## config.mk

```make
export PLATFORM = sky130hd
export DESIGN_NAME = ltv_detector
export DESIGN_NICKNAME = d
export VERILOG_FILES = /design/src/rtl/ltv_detector.sv
export SDC_FILE = /design/constraint.sdc
export NUM_CORES = 1
export LEC_CHECK = 0
export BUFFER_PORTS_ARGS = -buffer_cell sky130_fd_sc_hd__buf_4
export CAP_MARGIN = 20
export CORE_ASPECT_RATIO = 1.1
export CORE_MARGIN = 8
export CORE_UTILIZATION = 30
export DETAILED_ROUTE_END_ITERATION = 12
export PLACE_DENSITY = 0.51
export SLEW_MARGIN = 20
export SYNTH_ARGS = -nofsm -noshare
export SYNTH_HDL_FRONTEND = slang
export SYNTH_SLANG_ARGS = --single-unit
```

## constraint.sdc

```tcl
create_clock -name CLK -period 4.3 [get_ports CLK]
set_clock_uncertainty 0.15 [all_clocks]
set_input_delay 0.43 -clock CLK [delete_from_list [all_inputs] [get_ports CLK]]
set_output_delay 0.43 -clock CLK [all_outputs]
set_load 0.05 [all_outputs]
```

## src/rtl/ltv_detector.sv

```systemverilog
// Local-road vehicle request front end: debounce loop sensor, queue vehicles, watch lights.
// Latency: SENSE->QCOUNT/LTV = DEB_CYCLES+2 CLK edges; TICK depart and FAULT take effect 1 edge later.
// Backpressure: none; arrivals beyond 2^QW-1 are dropped, TICK without a queued vehicle is ignored.
//
// Ports:
//   CLK     board clock, all state on posedge
//   RST     synchronous active-high reset
//   SENSE   raw asynchronous loop sensor (1 = vehicle over loop)
//   TICK    one-CLK pulse per controller slow-clock period
//   H, L    highway / local light fed back from controller, [2]=R [1]=Y [0]=G
//   LTV     local vehicle waiting (registered, == QCOUNT != 0)
//   QCOUNT  queued local vehicles, saturating
//   FAULT   sticky illegal light combination flag

module ltv_detector #(
    parameter int DEB_CYCLES = 4,
    parameter int QW         = 4
) (
    input  logic          CLK,
    input  logic          RST,
    input  logic          SENSE,
    input  logic          TICK,
    input  logic [2:0]    H,
    input  logic [2:0]    L,
    output logic          LTV,
    output logic [QW-1:0] QCOUNT,
    output logic          FAULT
);

    localparam int            CW       = $clog2(DEB_CYCLES + 1);
    // The counter is incremented as it is compared, so the state change
    // happens while it still holds DEB_CYCLES-1.
    localparam logic [CW-1:0] CNT_LAST = CW'(DEB_CYCLES - 1);
    localparam logic [CW-1:0] CNT_ONE  = CW'(1);
    localparam logic [QW-1:0] QMAX     = {QW{1'b1}};
    localparam logic [QW-1:0] QONE     = QW'(1);

    localparam logic [2:0] LIGHT_RED   = 3'b100;
    localparam logic [2:0] LIGHT_GREEN = 3'b001;

    typedef enum logic [1:0] {
        IDLE,
        ARMING,
        PRESENT,
        RELEASING
    } deb_state_t;

    logic          sync1;
    logic          sync2;
    deb_state_t    state;
    logic [CW-1:0] cnt;
    logic          arrive;
    logic          depart;
    logic [QW-1:0] qnext;
    logic          illegal;

    // Two-flop synchronizer; sync2 is the only version of SENSE used below.
    always_ff @(posedge CLK) begin
        if (RST) begin
            sync1 <= 1'b0;
            sync2 <= 1'b0;
        end else begin
            sync1 <= SENSE;
            sync2 <= sync1;
        end
    end

    // Debounce FSM. The debounced level is low in IDLE/ARMING and high in
    // PRESENT/RELEASING; arrive pulses on the accepted rising transition.
    always_ff @(posedge CLK) begin
        if (RST) begin
            state  <= IDLE;
            cnt    <= '0;
            arrive <= 1'b0;
        end else begin
            arrive <= 1'b0;
            case (state)
                IDLE: begin
                    if (sync2) begin
                        state <= ARMING;
                        cnt   <= CNT_ONE;
                    end
                end
                ARMING: begin
                    if (!sync2) begin
                        state <= IDLE;
                        cnt   <= '0;
                    end else if (cnt == CNT_LAST) begin
                        state  <= PRESENT;
                        cnt    <= '0;
                        arrive <= 1'b1;
                    end else begin
                        cnt <= cnt + CNT_ONE;
                    end
                end
                PRESENT: begin
                    if (!sync2) begin
                        state <= RELEASING;
                        cnt   <= CNT_ONE;
                    end
                end
                RELEASING: begin
                    if (sync2) begin
                        state <= PRESENT;
                        cnt   <= '0;
                    end else if (cnt == CNT_LAST) begin
                        state <= IDLE;
                        cnt   <= '0;
                    end else begin
                        cnt <= cnt + CNT_ONE;
                    end
                end
                default: begin
                    state <= IDLE;
                    cnt   <= '0;
                end
            endcase
        end
    end

    // One vehicle leaves per slow tick while the local light is green.
    assign depart = TICK && (L == LIGHT_GREEN) && (QCOUNT != '0);

    // Simultaneous arrive and depart cancel out; a saturated arrival is lost.
    always_comb begin
        qnext = QCOUNT;
        if (arrive && !depart) begin
            if (QCOUNT != QMAX) begin
                qnext = QCOUNT + QONE;
            end
        end else if (depart && !arrive) begin
            qnext = QCOUNT - QONE;
        end
    end

    // LTV is derived from the next count so it moves on the same edge.
    always_ff @(posedge CLK) begin
        if (RST) begin
            QCOUNT <= '0;
            LTV    <= 1'b0;
        end else begin
            QCOUNT <= qnext;
            LTV    <= (qnext != '0);
        end
    end

    // Legal only if each light is one-hot and at least one approach is red.
    assign illegal = !$onehot(H) || !$onehot(L) ||
                     ((H != LIGHT_RED) && (L != LIGHT_RED));

    always_ff @(posedge CLK) begin
        if (RST) begin
            FAULT <= 1'b0;
        end else if (illegal) begin
            FAULT <= 1'b1;
        end
    end

endmodule

```

---- Word-level counts from Yosys, hierarchy flattened ----
Index checks and enable logic that the tools add are counted.
word-level totals
  register bits ........................... 14
  bits in latches ......................... 0
  memory bits (writable) .................. 0
  bits in read-only memories .............. 0
  input port bits ......................... 10
  output and inout port bits .............. 6
  memories ................................ 0
operators by class
  $add $sub $neg .......................... 7
  multiply operators ...................... 0
  div/mod/pow operators ................... 0
  $lt $le $gt $ge ......................... 0
  equality and inequality tests ........... 14
  shift operators ......................... 0
  multiplexer cells ....................... 17
  bitwise logic cells ..................... 2
  reductions and logical operators ........ 17
operator list
  operator                                                             number
  3-bit two-way mux                                                    5
  2-bit two-way mux                                                    6
  4-bit two-way mux                                                    3
  3-bit != test (second input constant)                                4
  3-bit case mux with 4 select lines                                   1
  2-bit case mux with 4 select lines                                   1
  4-bit nonzero test                                                   2
  2-bit by 1-bit == test with 1-bit output (second input constant)     3
  1-bit logical AND                                                    5
  1-bit by 1-bit adder with 2-bit output                               2
  2-bit by 1-bit adder with 2-bit output                               2
  4-bit by 1-bit adder with 4-bit output (second input constant)       1
  2-bit == test (second input constant)                                2
  1-bit logical NOT                                                    4
  2-bit != test (second input constant)                                2
  4-bit != test (second input constant)                                1
  4-bit AND reduction                                                  1
  4-bit by 1-bit subtractor with 4-bit output (second input constant)  1
  3-bit by 1-bit adder with 3-bit output (second input constant)       1
  3-bit by 1-bit == test with 1-bit output (second input constant)     1
  3-bit by 2-bit == test with 1-bit output (second input constant)     1
  3-bit OR reduction                                                   1
  2-bit logical NOT                                                    1
  1-bit logical OR                                                     2
  3 further kinds                                                      4

---- Logic depth before layout (Yosys ltp) ----
Gate-level depths: netlist of run 1.
  depth in word-level cells ............... 7
  mapped depth ............................ 7
  depth with buffers taken out ............ 7

---- Least setup slack after synthesis of run 1 ----
No wires, ideal clock.
  kind .................................... flip-flop to flip-flop
  start ................................... register QCOUNT[0]
  end ..................................... register LTV
  arrival ................................. 2059 ps
  required time ........................... 4073 ps
  path slack .............................. 2014 ps
  cell stages (with the launch flop) ...... 8
  clock period less this slack ............ 2286 ps
  cell sequence ........................... dfxtp_1 inv_1 ha_1 nor3b_4 nor2_2 mux2_4 mux2_4 a41oi_2
between the ends
  longest elaborated chain between the ends .. 6
  elaborated cells between the ends (all ways) .. 12
  those cells by class .................... add/sub (2); eq/ne (1); mux (3); reduce/logical (6)
RTL lines
  item                                                                                                 RTL line  text
  start: declaration                                                                                   26        output logic [QW-1:0] QCOUNT,
  start signal: assignment                                                                             142       QCOUNT <= qnext;
  parallel branches: the longest is 4 deep, another holds 4-bit by 1-bit subtractor with 4-bit output  n/a
  4-bit two-way mux *                                                                                  127       if (arrive && !depart) begin
  4-bit nonzero test *                                                                                 143       LTV <= (qnext != '0);
  end signal: assignment                                                                               143
  end: declaration                                                                                     25        output logic LTV,
Every way passes the cells marked *.
A chain may end at the register's enable or synchronous reset.

---- Final worst setup path of run 1 ----
Ends and elaborated chain as after synthesis.

==> results of run 1 <==
==> critical path: cells and delay by family (launching register included) <==
family | cells | cell delay [ns]
flops | 1 | 0.48
mux | 2 | 0.59
compound gates | 1 | 0.15
simple gates | 2 | 0.32
fa+ha+maj | 1 | 0.26
buf+inv | 1 | 0.08
==> per-layer routing <==
metal	GRT usage	routed length (um)
met5	0	0
met4	0.0218	10
met3	0.0363	72
met2	0.137	866
met1	0.0697	684
==> area by class of cell <==
class / instances / area [um^2] / area share
Sequential cell: 14 / 280 / 0.288
Clock buffer: 4 / 36.3 / 0.0372
Tap cell: 33 / 41.3 / 0.0424
Inverter: 9 / 33.8 / 0.0347
Timing Repair Buffer: 15 / 113 / 0.116
Multi-Input combinational cell: 66 / 470 / 0.483
==> sequential cells by signal (all words and copies together), names as in the netlist, named ones only <==
| register | flops |
|---|---|
| FAULT | 1 |
| cnt | 3 |
| sync1 | 1 |
| LTV | 1 |
| state | 1 |
| QCOUNT | 4 |
| arrive | 1 |
| sync2 | 1 |
==> where the power goes <==
part	internal (mW)	total (mW)	switching (mW)
registers	0.132	0.133	0.00143
logic	0.0109	0.0227	0.0118
clock network	0.0514	0.0924	0.0409
==> cell families (layout without fill, tap and decap cells) <==
logic type | Yosys count | in the layout
multiplexers | 4 | 4
AND/OR/NAND/NOR | 38 | 38
XOR/XNOR | 2 | 2
adder cells (fa/ha/maj) | 5 | 5
AO/OA/AOI/OAI | 17 | 17
flip-flops | 14 | 14
buffers and inverters | 13 | 28
==> path summary, 6_finish.rpt <==
| check | endpoint | slack [ns] |
|---|---|---|
| min reg2reg | sync2 | 0.29 |
| max reg2reg | LTV | 2.19 |
| min | sync1 | 0.21 |
| max | LTV | 2.19 |
==> per-stage QoR <==
stage	power [mW]	utilization	setup slack, ns	std cells
after floorplan	0.149	-	2.01	93
after global placement	0.159	0.350	2.15	137
after detailed placement	0.159	0.350	2.12	137
after CTS	0.253	0.364	2.18	141
after global routing	0.263	0.364	2.08	141
final	0.248	0.364	2.19	141
==> synth_stat cells, drive strengths merged, types with 2 or more instances <==
library cell,count
dfxtp,14
nor2,13
inv,9
nand2,6
a21oi,5
nor3,4
o21ai,4
buf,3
ha,3
nor2b,3
fa,2
mux2,2
mux2i,2
nand3,2
nor3b,2
nor4,2
==> impl_results.md, run 1 <==
* Final Critical Period at between 2 and 2.5 ns
* Vias at approximately 690
* Avg Cell Area, Syn at ~9 um^2
* Worst vdd ir at between 0.2 and 0.3 mV
* Period utilisation layout at 0.491
* Ranking of synthesized cells by area: dfxtp_1, nor2_1, fa_1
* Synth Instances at 93
* Outcome: complete, no violations
* Hold path start: SENSE
* Synth top area share at 0.341
* Final Hold Viols at 0
* Worst-Skew Late Latency at about 0.27 ns
* Setup crit start: QCOUNT[0]
* Top_reg_cell synth: dfxtp_1
* Hold WS at ~0.21 ns
* CTS resizes at 0
* Crit path max fanout at 7
* EDFF count, synth at 0
* Clk sinks at 14
* CTS H-Tree Depth at 1
* Commonest non-fill, non-tap cells in the layout: buf_4, dfxtp_1, nor2_1
* Post-synthesis adder-cell area fraction at 0.0944
* Fill cells at about 270
* Routed Antenna Nets at 0
* Die Area at roughly 4700 um^2
* Post-CTS Hold Buffers at 0
* Cell taking the most area after synthesis: dfxtp_1
* Ys async rst share at 0
* TritonRoute pass-1 iters at 4
* YS warnings at 0
* DR WL/cell at about 12 um
* Critical path launch point type: register
* RSZ-0062 raised after global routing: no
* Fmax at around 470 MHz
* Initial core utilization at 0.307
* Crit path largest cell delay at approximately 0.48 ns
* Slew @ Worst Pin at between 0.3 and 0.4 ns
* Share of cells above drive strength 1 at 0.222
* Post-synthesis cell area at 822 um^2
* CTS tree: yes
* Initial antenna violation count at 0
* Largest net degree at the start of global routing at 15
* Slew headroom at 0.752
* Port bufs at 15
* Largest family of logic cells by synthesized area: simple AND/OR/NAND/NOR gates
* Syn_nets at 108
* Mux contribution to synthesized area at 0.0609
* Critical Path AT at 2.16 ns
* CTS buffer count at 3
* Fin nets at about 120
* Ant. Diodes at 0
* Area grow syn2layout at 18.6%
* Number of synthesized register bits at 14
* Power per Cell Area at about 250 nW/um^2
* DIE WIDTH at about 66 um
* Die Ht at 70.9 um
* Final TNS setup at 0 ns
* Drt total wl at around 1600 um
* Routed vias/inst at around 4.9
* Post-Synth XOR/XNOR Area at 0.0213
* CP Class: reg -> reg
* CP dominant cell by count: mux2_4
* Root Buffer: clkbuf_4
* Global Route Usage Sum at 0.0746
* Fin. max-slew vios at 0
* Endpoints failing setup at 0
* Worst hold path class: in -> reg
* Number of global-route vias before repair at around 690
* Max cap viols at 0
* 1st-iter DRT viols at 14
* Post-CTS repair timing setup buffer count at 0
* Top Ports at 16
* Grt ovf at 0
* Hold Path Cell Cnt at 2
* Reg clk slew, reported paths at roughly 0.080 ns
* Hpwl dp at 1330 um
* Most common cell after layout, fill and taps aside: buf_4
* Core area at approximately 2700 um^2
* Reg2Reg Depth at 7
* CP endpoint kind: register
* Fin area at between 900 and 1000 um^2
* P_leak at slightly above 0.4 nW
* Crit path cell chain: inv_1 -> ha_1 -> nor3b_4 -> nor2_2 -> mux2_4 -> mux2_4 -> a41oi_2
* Simple-Gate Fraction of Synth Area at 0.256
* CP required at ~4.4 ns
* Placed cell area at around 940 um^2
* Register area share after synthesis at 0.341
* Slowest-stage cell, CP: dfxtp_1
* Placer congestion estimate at between 0.7 and 0.8
* Compound-Gate Fraction of Synth Area at 0.140
* Worst r2r src: QCOUNT[0]
* First-pass GRT wire length at 2780 um
* DRC Markers at 0
* # rows at 20
* CTS max path bufs at 2
* Cell variety after synth at 35
No activity file was read; power rests on OpenSTA's default activity.
==> run 2, diff against run 1 <==
clock period = 2.2 ns   (was 4.3 ns; I/O delays follow)
==> run 2 against run 1 <==
  * Maximum frequency grew 7.1%
  * Critical endpoint unchanged
  * Die area is the same
  * Non-clock buffer count grew 1
  * Cell count is the same
  * Global-route usage grew 0.38 points
  * Highest routed layer unchanged
  * Clock-buffer cell count shrank 1
  * Hold slack lost 0.20 ns
  * Critical path depth is the same
==> impl_results.md, run 2 (synthesized netlist as in run 1, its figures left out) <==
* CP required at 2.25 ns (was 4.35 ns)
* Routed vias/inst at 4.87 (was 4.89)
* Crit path largest cell delay at 0.40 ns (was 0.48 ns)
* Hpwl dp at 1320 um (was 1330 um)
* CTS buffer count at 3 (unchanged)
* CTS tree: yes (unchanged)
* Worst hold path class: in -> reg (unchanged)
* Initial core utilization at 0.307 (unchanged)
* Slowest-stage cell, CP: dfxtp_2 (was dfxtp_1)
* Largest regs: QCOUNT (4), cnt (3) (unchanged)
* DR WL/cell at 12.1 um (was 11.6 um)
* Final Hold Viols at 0 (unchanged)
* CTS max path bufs at 2 (unchanged)
* Worst-Skew Late Latency at 0.27 ns (about the same)
* P_leak at 0.411 nW (was 0.413 nW)
* Top Ports at 16 (unchanged)
* Vias at 687 (was 689)
* CP bufs+invs at 1 (unchanged)
* Initial antenna violation count at 0 (unchanged)
* DIE WIDTH at 65.9 um (unchanged)
* Slew headroom at 0.742 (was 0.752)
* 1st-iter DRT viols at 81 (was 14)
* Post-CTS Hold Buffers at 0 (unchanged)
* Die Ht at 70.9 um (unchanged)
* Reg2Reg Depth at 7 (unchanged)
* Port bufs at 15 (unchanged)
* CP dominant cell by count: mux2_4 (unchanged)
* Die Area at 4670 um^2 (unchanged)
* Reg clk slew, reported paths at 0.08 ns (about the same)
* Non-Filler Instances at 141 (unchanged)
* Hold Path Cell Cnt at 2 (unchanged)
* Critical Path AT at 2.02 ns (was 2.16 ns)
* Drt total wl at 1710 um (was 1630 um)
* Max cap viols at 0 (unchanged)
* Crit-path leading delay family: multiplexers (unchanged)
* Final TNS setup at 0 ns (unchanged)
* Max reg flops at 4 (unchanged)
* Period utilisation layout at 0.896 (was 0.491)
* Area grow syn2layout at 18.1% (was 18.6%)
* Number of global-route vias before repair at 707 (was 691)
* Global Route Usage Sum at 0.0784 (was 0.0746)
* Hold endpoint: sync1 (unchanged)
* Outcome: complete, no violations (unchanged)
* Commonest non-fill, non-tap cells in the layout: buf_4, dfxtp_1, nor2_1 (unchanged)
* CP Class: reg -> reg (unchanged)
* WP depth at 7 (unchanged)
* Most common cell after layout, fill and taps aside: buf_4 (unchanged)
* Largest reg by FF count: QCOUNT (unchanged)
* Endpoints failing setup at 0 (unchanged)
* Routed Antenna Nets at 0 (unchanged)
* Worst vdd ir at 0.206 mV (was 0.250 mV)
* Fin. max-slew vios at 0 (unchanged)
* Clk sinks at 14 (unchanged)
* Crit path cell chain: inv_1 -> ha_1 -> nor3b_4 -> nor2_2 -> mux2_4 -> mux2_4 -> a41oi_2 (unchanged)
* DRC Markers at 0 (unchanged)
* Reg2reg end: LTV (unchanged)
* Grt ovf at 0 (unchanged)
* CTS resizes at 0 (unchanged)
* Fin nets at 125 (was 124)
* Post-CTS repair timing setup buffer count at 0 (unchanged)
* Ant. Diodes at 0 (unchanged)
* Inst Count DP at 138 (was 137)
* Worst r2r src: QCOUNT[0] (unchanged)
* CTS H-Tree Depth at 1 (unchanged)
* Share of cells above drive strength 1 at 0.241 (was 0.222)
* Slew @ Worst Pin at 0.385 ns (was 0.370 ns)
* Final Critical Period at 1.97 ns (was 2.11 ns)
* First-pass GRT wire length at 2970 um (was 2780 um)
* Placer congestion estimate at 0.839 (was 0.758)
* Critical path launch point type: register (unchanged)
* RSZ-0062 raised after global routing: no (unchanged)
* CP endpoint kind: register (unchanged)
* Root Buffer: clkbuf_4 (unchanged)
* Hold path start: SENSE (unchanged)
* Fmax at 507 MHz (was 474 MHz)
* Largest net degree at the start of global routing at 15 (unchanged)
* TritonRoute pass-1 iters at 4 (unchanged)
* Core area at 2680 um^2 (unchanged)
* Reg-to-reg slack, setup at 0.23 ns (was 2.19 ns)
* Crit path max fanout at 7 (unchanged)
* Power per Cell Area at 453 nW/um^2 (was 255 nW/um^2)
* # rows at 20 (unchanged)
[run 2: changes by cell type in the layout (fill, tap and decap cells not counted), sizes merged]
cell	previous run	this run
clkbuf	4	3
buf	15	16
[run 2: cell type report]
class,instances,area [um^2]
clock buffers,3,22.5
fillers,280,1710
inverters,9,33.8
multi-input cells,66,470
flip-flops and latches,14,283
well taps,33,41.3
repair buffers,16,120
[run 2: worst max-delay path by stage]
stage	slack (ns)	startpoint	end
6_report	0.23	QCOUNT[0]	LTV
3_3_place_gp	0.29	QCOUNT[0]	LTV
5_1_grt	0.15	QCOUNT[0]	LTV
2_1_floorplan	0.13	QCOUNT[0]	LTV
4_1_cts	0.22	QCOUNT[0]	LTV
3_5_place_dp	0.25	QCOUNT[0]	LTV
[run 2: stage by stage]
| stage | utilization | setup slack (ns) | area, um^2 | total power, mW | hold slack [ns] |
|---|---|---|---|---|---|
| floorplan | - | 0.130 | 825 | 0.291 | 0.142 |
| global placement | 0.354 | 0.293 | 948 | 0.311 | 0.268 |
| detailed placement | 0.354 | 0.247 | 948 | 0.312 | 0.277 |
| CTS | 0.363 | 0.219 | 971 | 0.452 | 0.000522 |
| global route | 0.363 | 0.151 | 971 | 0.470 | 0.0275 |
| finish | 0.363 | 0.229 | 971 | 0.440 | 0.00939 |
[run 2: metal layers]
metal | routed length [um] | vias up | GRT usage | share of wire
li1 | - | 353 | - | -
met1 | 734 | 326 | 0.0927 | 0.43
met2 | 912 | 6 | 0.130 | 0.53
met3 | 53 | 2 | 0.0158 | 0.031
met4 | 12 | 0 | 0.0364 | 0.0070
met5 | 0 | - | 0 | 0
[run 2: where the power goes]
part | internal [mW] | switching (mW)
logic | 0.0218 | 0.0233
clock network | 0.0632 | 0.0718
registers | 0.257 | 0.00270
total | 0.342 | 0.0978
==> run 3, diff against run 2 <==
CORE_ASPECT_RATIO = 0.7   (was 1.1)
==> run 3 against run 2 <==
  * Flip-flop and latch count unchanged
  * Via count up 3.5%
  * Critical path depth stayed put
  * Setup slack got worse by 0.044 ns
  * Critical path type unchanged
  * Critical endpoint unchanged
==> impl_results.md, run 3 (synthesized netlist as in run 1, its figures left out) <==
* RSZ-0062 raised after global routing: no (unchanged)
* 1st-iter DRT viols at 32 (was 81)
* CP Class: reg -> reg (unchanged)
* CTS resizes at 0 (unchanged)
* Slew @ Worst Pin at 0.369 ns (was 0.385 ns)
* Largest reg by FF count: QCOUNT (unchanged)
* CTS buffer count at 3 (unchanged)
* Largest net degree at the start of global routing at 15 (unchanged)
* Root Buffer: clkbuf_8 (was clkbuf_4)
* Reg area at 283 um^2 (unchanged)
* CP bufs+invs at 1 (unchanged)
* CP required at 2.23 ns (was 2.25 ns)
* Share of cells above drive strength 1 at 0.248 (was 0.241)
* Worst hold path class: in -> reg (unchanged)
* Die Ht at 59.8 um (was 70.9 um)
* Routed Antenna Nets at 0 (unchanged)
* CP dominant cell by count: mux2_4 (unchanged)
* Largest regs: QCOUNT (4), cnt (3) (unchanged)
* Area grow syn2layout at 22.5% (was 18.1%)
* Reg2Reg Depth at 7 (unchanged)
* Die Area at 4700 um^2 (was 4670 um^2)
* Hold path start: SENSE (unchanged)
* Final Critical Period at 2.01 ns (was 1.97 ns)
* Fin. max-slew vios at 0 (unchanged)
* Post-CTS Hold Buffers at 0 (unchanged)
* Commonest non-fill, non-tap cells in the layout: buf_4, dfxtp_1, nor2_1 (unchanged)
* Vias at 711 (was 687)
* DR WL/cell at 12.1 um (about the same)
* Initial core utilization at 0.304 (was 0.307)
* Final Hold Viols at 0 (unchanged)
* Worst-Skew Late Latency at 0.24 ns (was 0.27 ns)
* Drt total wl at 1760 um (was 1710 um)
* Fmax at 496 MHz (was 507 MHz)
* Placer congestion estimate at 0.795 (was 0.839)
* Grt ovf at 0 (unchanged)
* Multi-input gate area at 470 um^2 (unchanged)
* Clk sinks at 14 (unchanged)
* Global Route Usage Sum at 0.0791 (was 0.0784)
* Crit path max fanout at 7 (unchanged)
* Reg-to-reg slack, setup at 0.19 ns (was 0.23 ns)
* Port bufs at 15 (unchanged)
* Post-CTS repair timing setup buffer count at 0 (unchanged)
* First-pass GRT wire length at 2990 um (was 2970 um)
* TritonRoute pass-1 iters at 4 (unchanged)
* Fin nets at 125 (unchanged)
* Reg clk slew, reported paths at 0.06 ns (was 0.08 ns)
* Period utilisation layout at 0.916 (was 0.896)
* Total design power at 0.558 mW (was 0.440 mW)
* CTS H-Tree Depth at 1 (unchanged)
* P_leak at 0.426 nW (was 0.411 nW)
* CTS tree: yes (unchanged)
* Top Ports at 16 (unchanged)
* Number of global-route vias before repair at 706 (was 707)
* Slew headroom at 0.754 (was 0.742)
* Outcome: complete, no violations (unchanged)
* Fill cells at 283 (was 280)
* Hold Path Cell Cnt at 2 (unchanged)
* Final core occ at 0.373 (was 0.363)
* Max reg flops at 4 (unchanged)
* Hpwl dp at 1330 um (was 1320 um)
* DRC Markers at 0 (unchanged)
* Worst vdd ir at 0.196 mV (was 0.206 mV)
* CTS max path bufs at 2 (unchanged)
* Final TNS setup at 0 ns (unchanged)
* Ant. Diodes at 0 (unchanged)
* Critical path launch point type: register (unchanged)
* CP endpoint kind: register (unchanged)
* Initial antenna violation count at 0 (unchanged)
* Crit path largest cell delay at 0.41 ns (was 0.40 ns)
* # rows at 16 (was 20)
* Endpoints failing setup at 0 (unchanged)
* DIE WIDTH at 78.6 um (was 65.9 um)
* Reg2reg end: LTV (unchanged)
* Crit-path leading delay family: multiplexers (unchanged)
* Crit path cell chain: inv_1 -> ha_1 -> nor3b_4 -> nor2_2 -> mux2_4 -> mux2_4 -> a41oi_2 (unchanged)
* Worst r2r src: QCOUNT[0] (unchanged)
* Core area at 2700 um^2 (was 2680 um^2)
* Hold endpoint: sync1 (unchanged)
* Routed vias/inst at 4.90 (was 4.87)
* Max cap viols at 0 (unchanged)
* Most common cell after layout, fill and taps aside: buf_4 (unchanged)
* Slowest-stage cell, CP: dfxtp_2 (unchanged)
* Power per Cell Area at 554 nW/um^2 (was 453 nW/um^2)
* Critical Path AT at 2.04 ns (was 2.02 ns)
[run 3: cell count changes in the layout (fill, tap and decap cells not counted), sizes merged]
cell	before	now
clkbuf	3	4
[run 3: metal layers]
metal / global-route usage / up-vias / wire (um)
li1: - / 357 / -
met1: 0.0917 / 336 / 880
met2: 0.131 / 18 / 820
met3: 0.0240 / 0 / 59
met4: 0.0394 / 0 / 0
met5: 0 / - / 0
[run 3: cell type report]
cell class,count,share of cell area
clock buffers,4,0.0547
inverters,9,0.0335
multi-input cells,66,0.467
flip-flops and latches,14,0.281
well taps,36,0.0447
repair buffers,16,0.119
[run 3: worst max path at each step]
stage	startpoint	end	slack [ns]	cells past startpoint
global placement	QCOUNT[0]	LTV	0.25	7
detailed placement	QCOUNT[0]	LTV	0.21	7
global route	QCOUNT[1]	LTV	0.12	7
CTS	QCOUNT[0]	LTV	0.19	7
finish	QCOUNT[0]	LTV	0.19	7
floorplan	QCOUNT[0]	LTV	0.13	7
[run 3: through the flow]
step	setup slack, ns	instances	hold slack (ns)	cell area, um^2
after floorplan	0.130	93	0.142	825
after detailed placement	0.214	141	0.277	952
after global routing	0.117	145	0.0536	1010
final	0.185	145	0.0466	1010
after CTS	0.192	145	0.0469	1010
after global placement	0.247	141	0.282	952
[run 3: power by group]
group | total [mW] | internal, mW | leakage (nW) | switching (mW)
Combinational | 0.0451 | 0.0217 | 0.283 | 0.0234
Clock | 0.252 | 0.158 | 0.0288 | 0.0934
Sequential | 0.261 | 0.258 | 0.115 | 0.00284
Total | 0.558 | 0.438 | 0.426 | 0.120
